`src/rtl/switch_input_ctrl.sv`:
```
// switch_input_ctrl: board switch / confirm button input peripheral.
// The switches and button pass through two-flop synchronizers. The button is debounced by a
// four-state FSM. Each accepted press latches the switch word into a holding register and
// sets data_valid. The CPU reads the data word or the status word combinationally. A data
// read consumes the held word.
// Optional feature macro: SWITCH_OVERRUN_EN. When it is defined, the block keeps a sticky
// overrun flag. It is readable as status bit 1 and is cleared by a status read.
module switch_input_ctrl #(
  parameter int unsigned DATA_WIDTH      = 16,
  parameter int unsigned DEBOUNCE_CYCLES = 250000
) (
  input  logic                  clock,
  input  logic                  reset,
  input  logic [DATA_WIDTH-1:0] switches,
  input  logic                  confirm_button,
  input  logic                  ior,
  input  logic                  switchctrl,
  input  logic [1:0]            ioaddr,
  output logic [DATA_WIDTH-1:0] ioread_data,
  output logic                  data_valid,
  output logic                  btn_level
);

  localparam int unsigned CntW = $clog2(DEBOUNCE_CYCLES + 1);
  localparam logic [CntW-1:0] CntLast = CntW'(DEBOUNCE_CYCLES - 1);

  typedef enum logic [1:0] {
    StReleased,
    StPressChk,
    StPressed,
    StRelChk
  } state_e;

  logic [DATA_WIDTH-1:0] sw_meta_q, sw_sync_q;
  logic                  btn_meta_q, btn_s_q;
  state_e                state_q;
  logic [CntW-1:0]       cnt_q;
  logic                  btn_level_q;
  logic [DATA_WIDTH-1:0] data_reg_q;
  logic                  data_valid_q;
  logic                  overrun_q;
  logic                  capture;
  logic                  rd_data;
  logic                  rd_status;
  logic [DATA_WIDTH-1:0] status_word;

  // Two-flop synchronizers for the asynchronous switch bus and button.
  always_ff @(posedge clock or posedge reset) begin
    if (reset) begin
      sw_meta_q  <= '0;
      sw_sync_q  <= '0;
      btn_meta_q <= 1'b0;
      btn_s_q    <= 1'b0;
    end else begin
      sw_meta_q  <= switches;
      sw_sync_q  <= sw_meta_q;
      btn_meta_q <= confirm_button;
      btn_s_q    <= btn_meta_q;
    end
  end

  // Debounce FSM. The counter restarts on every state change. btn_level is registered.
  always_ff @(posedge clock or posedge reset) begin
    if (reset) begin
      state_q     <= StReleased;
      cnt_q       <= '0;
      btn_level_q <= 1'b0;
    end else begin
      unique case (state_q)
        StReleased: begin
          if (btn_s_q) begin
            state_q <= StPressChk;
            cnt_q   <= '0;
          end
        end
        StPressChk: begin
          if (!btn_s_q) begin
            state_q <= StReleased;
            cnt_q   <= '0;
          end else if (cnt_q == CntLast) begin
            state_q     <= StPressed;
            cnt_q       <= '0;
            btn_level_q <= 1'b1;
          end else begin
            cnt_q <= cnt_q + CntW'(1);
          end
        end
        StPressed: begin
          if (!btn_s_q) begin
            state_q <= StRelChk;
            cnt_q   <= '0;
          end
        end
        StRelChk: begin
          if (btn_s_q) begin
            // Bounce during release: return to PRESSED without a new capture.
            state_q <= StPressed;
            cnt_q   <= '0;
          end else if (cnt_q == CntLast) begin
            state_q     <= StReleased;
            cnt_q       <= '0;
            btn_level_q <= 1'b0;
          end else begin
            cnt_q <= cnt_q + CntW'(1);
          end
        end
      endcase
    end
  end

  // Capture fires on the edge where PRESS_CHK completes, so there is one capture per press.
  assign capture   = (state_q == StPressChk) && btn_s_q && (cnt_q == CntLast);
  assign rd_data   = ior && switchctrl && (ioaddr == 2'b00);
  assign rd_status = ior && switchctrl && (ioaddr == 2'b01);

  // Holding register. A capture takes priority over the clear caused by a data read.
  always_ff @(posedge clock or posedge reset) begin
    if (reset) begin
      data_reg_q   <= '0;
      data_valid_q <= 1'b0;
    end else if (capture) begin
      data_reg_q   <= sw_sync_q;
      data_valid_q <= 1'b1;
    end else if (rd_data) begin
      data_valid_q <= 1'b0;
    end
  end

`ifdef SWITCH_OVERRUN_EN
  // Sticky overrun flag. Setting it takes priority over the clear from a status read.
  always_ff @(posedge clock or posedge reset) begin
    if (reset) begin
      overrun_q <= 1'b0;
    end else if (capture && data_valid_q) begin
      overrun_q <= 1'b1;
    end else if (rd_status) begin
      overrun_q <= 1'b0;
    end
  end
`else
  assign overrun_q = 1'b0;
`endif

  // Status word and the combinational read mux. Unselected or unmapped reads return 0.
  always_comb begin
    status_word    = '0;
    status_word[0] = data_valid_q;
    status_word[1] = overrun_q;
    ioread_data    = '0;
    if (rd_data) begin
      ioread_data = data_reg_q;
    end else if (rd_status) begin
      ioread_data = status_word;
    end
  end

  assign data_valid = data_valid_q;
  assign btn_level  = btn_level_q;

endmodule
```
`config.mk`:
```
export PLATFORM = sky130hd
export DESIGN_NAME = switch_input_ctrl
export DESIGN_NICKNAME = d
export VERILOG_FILES = /design/src/rtl/switch_input_ctrl.sv
export SDC_FILE = /design/constraint.sdc
export NUM_CORES = 1
export LEC_CHECK = 0
export ABC_CLOCK_PERIOD_IN_PS = 2500
export BUFFER_PORTS_ARGS = -buffer_cell sky130_fd_sc_hd__clkbuf_2
export CORE_MARGIN = 5
export CORE_UTILIZATION = 35
export DETAILED_ROUTE_END_ITERATION = 7
export PLACE_DENSITY = 0.56
export SLEW_MARGIN = 20
export SYNTH_ARGS = -nofsm -noshare
export SYNTH_HDL_FRONTEND = slang
export SYNTH_SLANG_ARGS = --single-unit
```
`constraint.sdc`:
```
create_clock -name clock -period 2.5 [get_ports clock]
set_input_delay 0.375 -clock clock [delete_from_list [all_inputs] [get_ports clock]]
set_output_delay 0.375 -clock clock [all_outputs]
set_load 0.02 [all_outputs]
```
**Yosys cells after proc, flatten, opt, wreduce, memory -nomap -nowiden**

Index checks and enable logic that the tools add are counted.

- Input bits: 23
- Word-level logic and storage cells: 57
- Flip-flop bits (word level): 72

- Mux-type cells: 22
- Equality and inequality tests: 13
- Add/sub/neg operators: 1
- Reductions and logical operators: 12

Operator list:

| cell | number |
|---|---|
| $mux W18 | 5 |
| $pmux W18 S4 | 1 |
| $add A18 B1 Y18 const B | 1 |
| $eq A18 B18 Y1 const B | 1 |
| $mux W16 | 1 |
| $mux W2 | 6 |
| $ne A2 B2 Y1 const B | 6 |
| $pmux W2 S4 | 1 |
| $mux W1 | 7 |
| $ne A3 B3 Y1 const B | 2 |
| $logic_and A1 B1 Y1 | 5 |
| $reduce_and A5 Y1 | 1 |
| $eq A2 B1 Y1 const B | 2 |
| $eq A2 B2 Y1 const B | 2 |
| $logic_not A2 Y1 | 2 |
| $reduce_and A4 Y1 | 1 |
| $reduce_bool A2 Y1 | 2 |
| $pmux W1 S2 | 1 |
| $reduce_and A2 Y1 | 1 |

**Longest topological paths before layout**

- Depth in word-level cells: 4
- Gate-level depth with buffers: 7
- Mapped depth without buffers: 6

**Worst setup path after synthesis**

OpenSTA, ideal clock, no wires.

- Path kind: register to register
- Start point: reg cnt_q[5]
- End point: reg data_reg_q[0]
- Data arrival time: 1.763 ns
- Required time: 2.375 ns
- Path buffers: 2
- Period minus slack after synthesis: 1.888 ns
- Cell stages (with the launch flop): 8
- Setup slack: 0.612 ns
- Cells stage by stage: dfrtp_1 -> buf_6 -> nor4_4 -> nand4_2 -> nor3_4 -> nand3b_4 -> buf_6 -> mux2_4

- Cells in the longest elaborated chain, start to end: 2

Ends and longest elaborated chain:

| item | line | source |
|---|---|---|
| start, declared | 37 | `logic [CntW-1:0] cnt_q;` |
| start signal, assigned | 85 | `cnt_q <= cnt_q + CntW'(1);` |
| start signal, assigned | 104 | `cnt_q <= cnt_q + CntW'(1);` |
| $eq A18 B18 Y1 | 112 | `assign capture = (state_q == StPressChk) && btn_s_q && (cnt_q == CntLast);` |
| $logic_and A1 B1 Y1 | 112 |  |
| end signal, assigned | 122 | `data_reg_q <= sw_sync_q;` |
| end, declared | 39 | `logic [DATA_WIDTH-1:0] data_reg_q;` |

Every way passes these cells.
A chain may end at the register's enable or synchronous reset.

**Worst setup path after layout**

Same ends and word-level chain as after synthesis.

==> impl_metrics.prom <==
# TYPE chip_impl_metric gauge
chip_impl_metric{name="met3_usage_grt",unit=""} 0.0222
chip_impl_metric{name="grt_pass1_wl",unit="um"} 8540
chip_impl_metric{name="area.sequential",unit="mm^2"} 0.00180
chip_impl_metric{name="final_setup_violation_count",unit=""} 0
chip_impl_info{name="setup_repair_after_global_routing_missed_its_margin",value="no"} 1
chip_impl_metric{name="max-clock-path-buffers",unit=""} 2
chip_impl_metric{name="wl_per_cell",unit="um"} 13.3
chip_impl_metric{name="hpwl",unit="um"} 3370
chip_impl_metric{name="htree_levels",unit=""} 3
chip_impl_metric{name="final_min_period_over_clock_period",unit=""} 0.820
chip_impl_info{name="holdCritPathClass",value="in2async"} 1
chip_impl_metric{name="place.port_buffers",unit=""} 40
chip_impl_metric{name="number_of_nets_in_the_layout",unit=""} 298
chip_impl_info{name="cp_cell_sequence",value="nor4_4, nand4_2, nor3_4, nand3b_4, mux2_4"} 1
chip_impl_metric{name="grt_use_met2",unit=""} 0.162
chip_impl_info{name="setup.worst_path.start_class",value="register"} 1
chip_impl_metric{name="max_freq",unit="GHz"} 0.488
chip_impl_metric{name="timing_hold_violations_final",unit=""} 0
chip_impl_info{name="grt_most_used_layer",value="met2"} 1
chip_impl_metric{name="number_of_synthesized_flops_with_an_enable_pin",unit=""} 0
chip_impl_metric{name="drc",unit=""} 0
chip_impl_metric{name="ios",unit=""} 41
chip_impl_metric{name="drv_slew",unit=""} 0
chip_impl_info{name="critical_path.endpoint_type",value="register"} 1
chip_impl_metric{name="clock_insertion_delay_worst_skew",unit="ns"} 0.34
chip_impl_metric{name="post_synth_instance_area",unit="mm^2"} 0.00285
chip_impl_info{name="crit_slowest_cell",value="dfrtp_1"} 1
chip_impl_metric{name="post_drt_via_cell_ratio",unit=""} 4.80
chip_impl_metric{name="postSynthCellCount",unit=""} 227
chip_impl_metric{name="drt-initial-drc-count",unit=""} 73
chip_impl_metric{name="synth-warning-count",unit=""} 0
chip_impl_metric{name="worst-path-max-fanout",unit=""} 18
chip_impl_metric{name="largest_incremental_delay_on_the_critical_path",unit="ns"} 0.48
chip_impl_metric{name="gp_congestion",unit=""} 0.813
chip_impl_metric{name="post-place-cells",unit=""} 368
chip_impl_metric{name="wirelength",unit="um"} 5090
chip_impl_metric{name="detailroute.via_count",unit=""} 1845
chip_impl_metric{name="slew_headroom",unit=""} 0.658
chip_impl_metric{name="power",unit="mW"} 2.29
chip_impl_metric{name="postRouteAntennaNets",unit=""} 0
chip_impl_metric{name="post_cts.repair.setup_buffers",unit=""} 0
chip_impl_metric{name="final.setup.tns",unit="ns"} 0
chip_impl_metric{name="core_area",unit="mm^2"} 0.00809
chip_impl_metric{name="seq_power_share",unit=""} 0.528
chip_impl_metric{name="finClkSkew",unit="ns"} 0.0103
chip_impl_metric{name="starting_density_of_the_core",unit=""} 0.352
chip_impl_metric{name="stdcell_count",unit=""} 384
chip_impl_metric{name="timing.hold.ws",unit="ns"} 0.0778
chip_impl_metric{name="power_frac_clock",unit=""} 0.439
chip_impl_metric{name="gr-usage-met1",unit=""} 0.148
chip_impl_metric{name="reg_clk_slew_reported_paths",unit="ns"} 0.08
chip_impl_metric{name="power.switching",unit="mW"} 0.498
chip_impl_info{name="rr_startpoint",value="cnt_q[5]$_DFFE_PP0P_"} 1
chip_impl_metric{name="vdd_ir_drop_max",unit="V"} 0.000306
chip_impl_metric{name="die-area",unit="mm^2"} 0.0100
chip_impl_metric{name="synth.yosys.seq_area_share",unit=""} 0.632
chip_impl_metric{name="ctsResizeCount",unit=""} 0
chip_impl_metric{name="cellInternalPower",unit="mW"} 1.79
chip_impl_metric{name="power_leakage",unit="nW"} 1.67
chip_impl_metric{name="layout.cell_area.non_filler",unit="mm^2"} 0.00339
chip_impl_info{name="startpoint",value="cnt_q[5]$_DFFE_PP0P_"} 1
chip_impl_metric{name="cts-buffers-inserted",unit=""} 9
chip_impl_metric{name="synth.ff_latch_count",unit=""} 72
chip_impl_metric{name="multi_input_area",unit="um^2"} 991
chip_impl_metric{name="firstDrtPassIters",unit=""} 4
chip_impl_metric{name="pin_count_of_the_biggest_net_entering_global_routing",unit=""} 73
chip_impl_metric{name="n_diodes",unit=""} 0
chip_impl_info{name="path_class",value="reg2reg"} 1
chip_impl_info{name="synth_ff_type",value="dfrtp_1"} 1
chip_impl_metric{name="fp.dieH",unit="um"} 100
chip_impl_metric{name="drv_cap",unit=""} 0
chip_impl_metric{name="grt.total_usage",unit=""} 0.108
chip_impl_metric{name="required",unit="ns"} 2.72
chip_impl_metric{name="period_minus_slack",unit="ns"} 2.05
chip_impl_metric{name="rows",unit=""} 33
chip_impl_metric{name="timing.critical_path.arrival",unit="ns"} 2.27
chip_impl_metric{name="synth_async_sr_flop_share",unit=""} 1.00
chip_impl_metric{name="holdBufCountCts",unit=""} 0
chip_impl_metric{name="final_layout_size_suffix_gt1_frac",unit=""} 0.287
chip_impl_info{name="run_status",value="complete, no violations"} 1
chip_impl_metric{name="clock_sink_count",unit=""} 72
chip_impl_metric{name="power.density_cell_area",unit="mW/mm^2"} 674
chip_impl_info{name="cts_root_buf",value="clkbuf_8"} 1
chip_impl_metric{name="switching_share",unit=""} 0.218
chip_impl_metric{name="timing_worst_slew_pin_value",unit="ns"} 0.513
chip_impl_metric{name="grt_pass1_vias",unit=""} 1756
chip_impl_metric{name="die-width",unit="um"} 100
chip_impl_metric{name="ys_types",unit=""} 39
chip_impl_info{name="clock_tree_from_tritoncts",value="yes"} 1
chip_impl_metric{name="dpl_cell_area",unit="mm^2"} 0.00317
chip_impl_metric{name="synthToLayoutAreaGrowth",unit="%"} 19.1
chip_impl_metric{name="power_frac_comb",unit=""} 0.033
chip_impl_metric{name="synth.net_count",unit=""} 251
chip_impl_metric{name="postSynthAreaPerCell",unit="um^2"} 12.6
chip_impl_metric{name="initial_antenna_violation_count",unit=""} 0
chip_impl_metric{name="leftover_overflow_at_the_end_of_global_routing",unit=""} 0
chip_impl_metric{name="fillCellCount",unit=""} 771
[registers in the layout, summed over array words and instances (netlist names), named ones only]
| register | count |
|---|---|
| state_q | 1 |
| btn_s_q | 1 |
| cnt_q | 18 |
| sw_meta_q | 16 |
| sw_sync_q | 16 |
| btn_level | 1 |
| btn_meta_q | 1 |
| data_reg_q | 16 |
| data_valid | 1 |
[logic make-up after synthesis]
family,share of synthesized area
AND/OR/NAND/NOR,0.198
flip-flops,0.632
XOR/XNOR,0.00615
buffers and inverters,0.0202
multiplexers,0.0812
AO/OA/AOI/OAI,0.0575
adder cells (fa/ha/maj),0.00439
[routing by layer]
metal  routed length (um)  vias up
met5                    0        -
met4                  121        0
met3                  205       10
met2                 2330       40
met1                 2440      892
li1                     -      903
[metrics by stage]
step | setup slack, ns | utilization
2_1_floorplan | 0.300 | -
3_3_place_gp | 0.497 | 0.392
3_5_place_dp | 0.446 | 0.392
4_1_cts | 0.427 | 0.419
5_1_grt | 0.286 | 0.419
6_report | 0.449 | 0.419
[critical path: cells and delay by family (launching register included)]
kind          cells  cell delay [ns]
flops             1             0.48
mux               1             0.39
simple gates      4             1.06
[Yosys cell counts, types with 2 or more instances]
cell type	instances	area share
dfrtp_1	72	0.63
nand2_1	22	0.029
and2_1	16	0.035
nand3_1	15	0.026
o21ai_0	14	0.025
mux2_2	9	0.036
mux2_4	8	0.042
nor2_1	6	0.0079
a21oi_1	5	0.0088
nand4_1	5	0.011
nor3_1	5	0.0088
and4_1	4	0.012
clkbuf_1	4	0.0053
inv_1	4	0.0053
nor4_1	4	0.0088
or3_1	4	0.0088
and3_1	3	0.0066
a21o_1	2	0.0053
a31oi_1	2	0.0044
buf_6	2	0.0079
nor2b_1	2	0.0044
xor2_1	2	0.0061
[cell usage in the layout, fill, tap and decap left out, types with 2 or more instances in the layout]
| cell type | synthesis | layout |
|---|---|---|
| clkbuf_8 | 0 | 9 |
| nor3_1 | 5 | 5 |
| mux2_2 | 9 | 9 |
| nor4_1 | 4 | 4 |
| o21ai_0 | 14 | 14 |
| a21o_1 | 2 | 2 |
| bufinv_16 | 0 | 2 |
| or3_1 | 4 | 4 |
| xor2_1 | 2 | 2 |
| nor2_1 | 6 | 6 |
| nand4_1 | 5 | 5 |
| and3_1 | 3 | 3 |
| nand2_1 | 22 | 22 |
| mux2_4 | 8 | 8 |
| clkbuf_2 | 0 | 40 |
| inv_1 | 4 | 3 |
| nand3_1 | 15 | 15 |
| a21oi_1 | 5 | 5 |
| a31oi_1 | 2 | 2 |
| nor2b_1 | 2 | 2 |
| dfrtp_1 | 72 | 72 |
| clkinvlp_4 | 0 | 2 |
| buf_4 | 0 | 2 |
| and4_1 | 4 | 4 |
| and2_1 | 16 | 16 |
[power groups by stage]
stage / clock (mW) / combinational (mW) / sequential [mW]
floorplan: 0 / 0.0401 / 1.23
global placement: 0 / 0.0787 / 1.23
detailed placement: 0 / 0.0786 / 1.23
CTS: 1.03 / 0.0794 / 1.21
global route: 1.08 / 0.0876 / 1.21
finish: 1.00 / 0.0759 / 1.21
[final timing paths]
path                                             end  slack, ns  depth (start not counted)
setup / recovery           data_reg_q[0]$_DFFE_PP0P_       0.45                          5
hold / removal                sw_sync_q[5]$_DFF_PP0_       0.08                          3
setup reg to reg           data_reg_q[0]$_DFFE_PP0P_       0.45                          5
hold reg to reg               sw_sync_q[9]$_DFF_PP0_       0.35                          0
max in group asynchronous       cnt_q[1]$_DFFE_PP0P_       2.12                          3
min in group clock            sw_meta_q[6]$_DFF_PP0_       0.13                          1
[cell type report]
type,instances,share of cell area
Sequential cell,72,0.531
Multi-Input combinational cell,144,0.292
Timing Repair Buffer,43,0.0693
Tap cell,105,0.0387
Clock buffer,10,0.0376
Clock inverter,6,0.0273
Inverter,4,0.00442
(Power assumes the default switching activity.)
